===== src/rtl/sdram_arbiter.sv =====
// sdram_arbiter: shares the single-port MiST SDRAM controller between the host
// CPU side (port 0, highest priority), the sample fetcher (port 1) and the
// loader (port 2). One access is made per clkref slot. Ports 1 and 2 share
// round-robin, and an idle slot is forced periodically so refresh is never starved.
module sdram_arbiter #(
    parameter int DATA_PHASE    = 6,
    parameter int REFRESH_SLOTS = 32
) (
    input  logic        clk,
    input  logic        reset_n,
    input  logic        clkref,

    input  logic        p0_req,
    input  logic        p0_we,
    input  logic [21:0] p0_addr,
    input  logic [15:0] p0_din,
    input  logic [1:0]  p0_ds,
    output logic        p0_ack,
    output logic [15:0] p0_dout,

    input  logic        p1_req,
    input  logic        p1_we,
    input  logic [21:0] p1_addr,
    input  logic [15:0] p1_din,
    input  logic [1:0]  p1_ds,
    output logic        p1_ack,
    output logic [15:0] p1_dout,

    input  logic        p2_req,
    input  logic        p2_we,
    input  logic [21:0] p2_addr,
    input  logic [15:0] p2_din,
    input  logic [1:0]  p2_ds,
    output logic        p2_ack,
    output logic [15:0] p2_dout,

    output logic [21:0] mem_addr,
    output logic [15:0] mem_din,
    output logic [1:0]  mem_ds,
    output logic        mem_oe,
    output logic        mem_we,
    input  logic [15:0] mem_dout,

    output logic [1:0]  grant
);

    typedef enum logic [1:0] {
        GRANT_P0   = 2'd0,
        GRANT_P1   = 2'd1,
        GRANT_P2   = 2'd2,
        GRANT_IDLE = 2'd3
    } grant_t;

    localparam logic [2:0] DATA_PHASE_C  = 3'(DATA_PHASE);
    localparam logic [7:0] REFRESH_LIMIT = 8'(REFRESH_SLOTS);

    logic        clkref_d;
    logic        slot_start;
    logic [2:0]  phase;
    logic [2:0]  cur_phase;
    logic        access_open;
    logic        complete;
    logic        force_idle;
    logic        rr_p2;
    logic [7:0]  refresh_cnt;
    logic [2:0]  ack_q;
    grant_t      grant_q;
    grant_t      winner;
    logic [21:0] win_addr;
    logic [15:0] win_din;
    logic [1:0]  win_ds;
    logic        win_we;

    // Slot detection and arbitration; the slot-start cycle itself counts as phase 0
    always_comb begin
        slot_start = clkref & ~clkref_d;
        cur_phase  = slot_start ? 3'd0 : phase;
        complete   = access_open && !slot_start && (phase == DATA_PHASE_C);
        force_idle = (refresh_cnt == REFRESH_LIMIT);
        winner     = GRANT_IDLE;
        if (!force_idle) begin
            if (p0_req)
                winner = GRANT_P0;
            else if (p1_req && p2_req)
                winner = rr_p2 ? GRANT_P2 : GRANT_P1;
            else if (p1_req)
                winner = GRANT_P1;
            else if (p2_req)
                winner = GRANT_P2;
        end
    end

    // Steer the winning port's request fields toward the controller registers
    always_comb begin
        win_addr = p0_addr;
        win_din  = p0_din;
        win_ds   = p0_ds;
        win_we   = p0_we;
        case (winner)
            GRANT_P1: begin
                win_addr = p1_addr;
                win_din  = p1_din;
                win_ds   = p1_ds;
                win_we   = p1_we;
            end
            GRANT_P2: begin
                win_addr = p2_addr;
                win_din  = p2_din;
                win_ds   = p2_ds;
                win_we   = p2_we;
            end
            default: ;
        endcase
    end

    // Track the clkref edge and the in-slot phase, saturating at 7 when clkref stops
    always_ff @(posedge clk or negedge reset_n) begin
        if (!reset_n) begin
            clkref_d <= 1'b0;
            phase    <= 3'd7;
        end else begin
            clkref_d <= clkref;
            phase    <= (cur_phase == 3'd7) ? 3'd7 : 3'(cur_phase + 3'd1);
        end
    end

    // At each slot start, latch the winner's command and update refresh and round-robin state
    always_ff @(posedge clk or negedge reset_n) begin
        if (!reset_n) begin
            grant_q     <= GRANT_IDLE;
            mem_addr    <= '0;
            mem_din     <= '0;
            mem_ds      <= '0;
            mem_oe      <= 1'b0;
            mem_we      <= 1'b0;
            access_open <= 1'b0;
            refresh_cnt <= '0;
            rr_p2       <= 1'b0;
        end else if (slot_start) begin
            grant_q <= winner;
            if (winner != GRANT_IDLE) begin
                mem_addr    <= win_addr;
                mem_din     <= win_din;
                mem_ds      <= win_ds;
                mem_we      <= win_we;
                mem_oe      <= ~win_we;
                access_open <= 1'b1;
                refresh_cnt <= 8'(refresh_cnt + 8'd1);
            end else begin
                mem_we      <= 1'b0;
                mem_oe      <= 1'b0;
                access_open <= 1'b0;
                refresh_cnt <= '0;
            end
            if (winner == GRANT_P1)
                rr_p2 <= 1'b1;
            else if (winner == GRANT_P2)
                rr_p2 <= 1'b0;
        end else if (complete) begin
            access_open <= 1'b0;
        end
    end

    // Finish the access: pulse the owner's ack and capture read data for that port only
    always_ff @(posedge clk or negedge reset_n) begin
        if (!reset_n) begin
            ack_q   <= 3'b000;
            p0_dout <= '0;
            p1_dout <= '0;
            p2_dout <= '0;
        end else begin
            ack_q <= 3'b000;
            if (complete) begin
                case (grant_q)
                    GRANT_P0: begin
                        ack_q <= 3'b001;
                        if (!mem_we) p0_dout <= mem_dout;
                    end
                    GRANT_P1: begin
                        ack_q <= 3'b010;
                        if (!mem_we) p1_dout <= mem_dout;
                    end
                    GRANT_P2: begin
                        ack_q <= 3'b100;
                        if (!mem_we) p2_dout <= mem_dout;
                    end
                    default: ;
                endcase
            end
        end
    end

    assign grant  = grant_q;
    assign p0_ack = ack_q[0];
    assign p1_ack = ack_q[1];
    assign p2_ack = ack_q[2];

endmodule

===== config.mk =====
export PLATFORM = sky130hd
export DESIGN_NAME = sdram_arbiter
export DESIGN_NICKNAME = d
export VERILOG_FILES = /design/src/rtl/sdram_arbiter.sv
export SDC_FILE = /design/constraint.sdc
export NUM_CORES = 1
export LEC_CHECK = 0
export BUFFER_PORTS_ARGS = -buffer_cell sky130_fd_sc_hd__buf_2
export CAP_MARGIN = 5
export CORE_ASPECT_RATIO = 1.25
export CORE_UTILIZATION = 35
export DETAILED_ROUTE_END_ITERATION = 8
export PLACE_DENSITY = 0.72
export SLEW_MARGIN = 10
export SYNTH_ARGS = -nofsm -noshare
export SYNTH_HDL_FRONTEND = slang
export SYNTH_SLANG_ARGS = --single-unit

===== constraint.sdc =====
create_clock -name clk -period 3.3 [get_ports clk]
set_input_delay 0.825 -clock clk [delete_from_list [all_inputs] [get_ports clk]]
set_output_delay 0.825 -clock clk [all_outputs]
set_load 0.005 [all_outputs]

==> metrics <==
status=finished, final reports clean; Adder-Cell Fraction of Synth Area=1.52%; clock-pin slew on the worst setup and hold paths=0.08 ns; maximum number of pins on one net before global-route repair=86; number of inserted filler cells in the final layout=1290; detail-routed via count per cell=5.23; sequential cell fraction of total power=45.7%; count of boundary I/O pins=240; Yosys top cell area share=52.5%; starting utilization of the core area=35.9%; Switch Pwr=1.32 mW; max-slew violation total from the final report=0; first-pass iteration count of the detailed router=5; hold crit path type=register to register; post-synthesis sequential area ratio=55.2%; multiplexer share of the synthesized area=11.1%; Worst Clk Skew=0.0115 ns; fraction of power consumed by the clock network=26.2%; final RePlAce weighted congestion=0.841; Via Count=4432; commonest non-fill, non-tap cell in the layout=buf_2; first-pass GRT wire length=21.1 mm; total power density per cell area=642 nW/um^2; total of cells resized after clock tree synthesis=0; internal power summed over all cells=2.95 mW; worst-case hold slack=0.478 ns; Routed WL=13.5 mm; Bufs and invs on worst path=3; critical path required time=3.54 ns; number of instances in the synthesized netlist=443; synthesis-to-finish area growth=34.3%; grt total ovfl=0; worst min-delay path startpoint=mem_addr[5]$_DFFE_PN0P_; Maximum Capacitance Violations=0; most frequent cells in the layout=buf_2 (238), dfrtp_1 (104), nand2_1 (54); startpoint of the most critical register-to-register path=refresh_cnt[0]$_DFFE_PN0P_; CP top delay family=adder cells; master cell of the clock root buffer=clkbuf_16; combinational fraction of design power=28.1%; floorplan row count=48; post-route clock period utilization=88.5%; DRC violation total after the first TritonRoute iteration=183; post-synthesis area per instance=11.2 um^2; main combinational cell family by area after synthesis=compound AO/OA/AOI/OAI gates; number of library cell types mapped by synthesis=40; CORE AREA=13800 um^2; flip-flop and latch count after synthesis=109; cell with the largest stage delay on the worst path=ha_1; number of port buffers=239; final instance area=6660 um^2; FMAX=342 MHz; fin worst setup slack=0.379 ns; setup violation total in the final timing report=0; TritonCTS clock tree=built; remaining antenna violation count=0; cells along the critical path=inv_1 -> ha_1 -> nor4b_1 -> a2bb2oi_1 -> inv_1 -> ha_1 -> buf_4 -> a221oi_1 -> o31ai_1; area share of and/or/nand/nor cells after synthesis=11.9%; clock latency reported for the late side of the worst-skew pair=0.35 ns; placed cell area=6350 um^2; Die Area=14600 um^2; unrepaired setup endpoints after global routing=false; die height=135 um; cell taking the most area after synthesis=dfrtp_1; arrival time at the worst endpoint=3.16 ns; sort of element at the end of the critical path=register; summed negative setup slack over all endpoints=0 ns; global router's overall resource usage=18.4%; largest buffer count on any clock path=2; xor and xnor fraction of the mapped netlist area=0.177%; post-synthesis instance area=4950 um^2; pre-CTS setup slack=0.383 ns; horizontal die dimension=108 um; # hold bufs at CTS=0; count of nets after finishing=819; number of diodes=0; launching instance or port of the critical path=refresh_cnt[0]$_DFFE_PN0P_; maximum vdd ir drop=342 uV; compound-cell area share of the yosys netlist=16.4%; total CTS buffers=9; nets in the synthesized netlist=594; clock sink total=109; slew of the pin with the lowest slew margin=1.03 ns; CP max stage delay=0.83 ns; switching share of power=30.8%; Yosys warnings=0; fraction of layout cells with a size suffix above 1=48.6%; antenna violations before repair=0; type of the worst setup path=register to register; per-cell routed wire length=15.9 um; CP Launch Type=register; register-to-register path setup slack=0.38 ns; worst relative slew slack=31.6%; total count of hold-check failures in the final report=0; total half-perimeter wirelength after legalization and detailed placement=10.2 mm; shortest clock period the worst path allows after layout=2.92 ns; largest driver fanout on the critical path=28; vias in the first global route=4376; buffers inserted by post-CTS timing repair=0; DRC violation count after routing=0; top cells by area in the synthesized netlist=dfrtp_1 (53%), mux2_2 (11%), a221oi_1 (7.1%); Total Power Consumption=4.27 mW; leak pwr=3.51 nW; total number of H-tree levels=3
==> state kept, by name, summed over array words and instances (netlist names) <==
register	flops
p0_dout	16
ack_q	3
clkref_d	1
phase	3
access_open	1
p2_dout	16
rr_p2	1
mem_ds	2
mem_addr	22
refresh_cnt	8
p1_dout	16
mem_oe	1
grant	2
mem_din	16
mem_we	1
==> worst paths after layout <==
check                                          endpoint  depth (start not counted)
worst max-delay path             mem_din[8]$_DFFE_PN0P_                          9
worst min-delay path            mem_addr[5]$_DFFE_PN0P_                          2
worst max register to register   mem_din[8]$_DFFE_PN0P_                          9
worst min register to register  mem_addr[5]$_DFFE_PN0P_                          2
max in group asynchronous            phase[1]$_DFF_PN1_                          2
min in group asynchronous        mem_din[2]$_DFFE_PN0P_                          1
==> metrics by stage <==
stage	util, %	cells
after floorplan	-	443
after global placement	46.0	832
after detailed placement	46.0	832
after CTS	48.2	848
after global routing	48.2	848
final	48.2	848
==> worst min-delay path: stages, from the launching register on <==
cell,delay [ns]
dfrtp_1,0.35
nand2_1,0.05
o31ai_1,0.05
==> final cells by class <==
cell class                      instances  area [um^2]  share of cell area, %
Sequential cell                       109         2730                   41.1
Multi-Input combinational cell        290         2050                   30.7
Timing Repair Buffer                  250         1320                   19.8
Clock buffer                            9          225                   3.38
Tap cell                              175          219                   3.29
Clock inverter                          7         83.8                   1.26
Inverter                                8         30.0                  0.451
==> power groups by stage <==
stage / combinational (mW) / sequential [mW] / clock (mW)
floorplan: 0.599 / 1.96 / 0
global placement: 1.17 / 1.96 / 0
detailed placement: 1.22 / 1.98 / 0
CTS: 1.22 / 1.95 / 1.15
global route: 1.35 / 2.01 / 1.21
finish: 1.20 / 1.95 / 1.12
==> routing by layer <==
metal  GRT usage, %  up-vias  wire length (um)  share of wire, %
met5              0        -                 0                 0
met4           6.38        0               227               1.7
met3           4.73       19               993               7.4
met2           31.2      198              6570                49
li1               -     2083                 -                 -
met1           22.4     2132              5700                42
==> cells in the mapped netlist (all sizes together) <==
library cell    n
o21ai          10
a221oi         40
o311ai          2
o31ai          41
or3             1
clkbuf         26
nor2b           3
and4b           1
dfrtp         104
ha              6
or3b            1
dfstp           5
nand2          54
a41oi           1
a21boi          1
and2            3
a31oi           1
nor2           47
a22o            2
mux2           49
a2bb2oi         1
nor4b           1
nand3           7
nor3b           2
xor2            1
a21o            2
inv             8
a221o           1
nand4           4
or4             2
nand2b          2
a21oi           1
buf            10
and4bb          1
a31o            1
nand3b          1
==> cells by family after synthesis <==
logic type | count (synthesis)
and+or+nand+nor | 130
DFF | 109
xor gates and xnor gates | 1
muxes | 49
adders and majority gates | 6
buffers and inverters | 44
AOI/OAI and AO/OA | 104
Note: power is estimated with default switching activity, not from simulation.
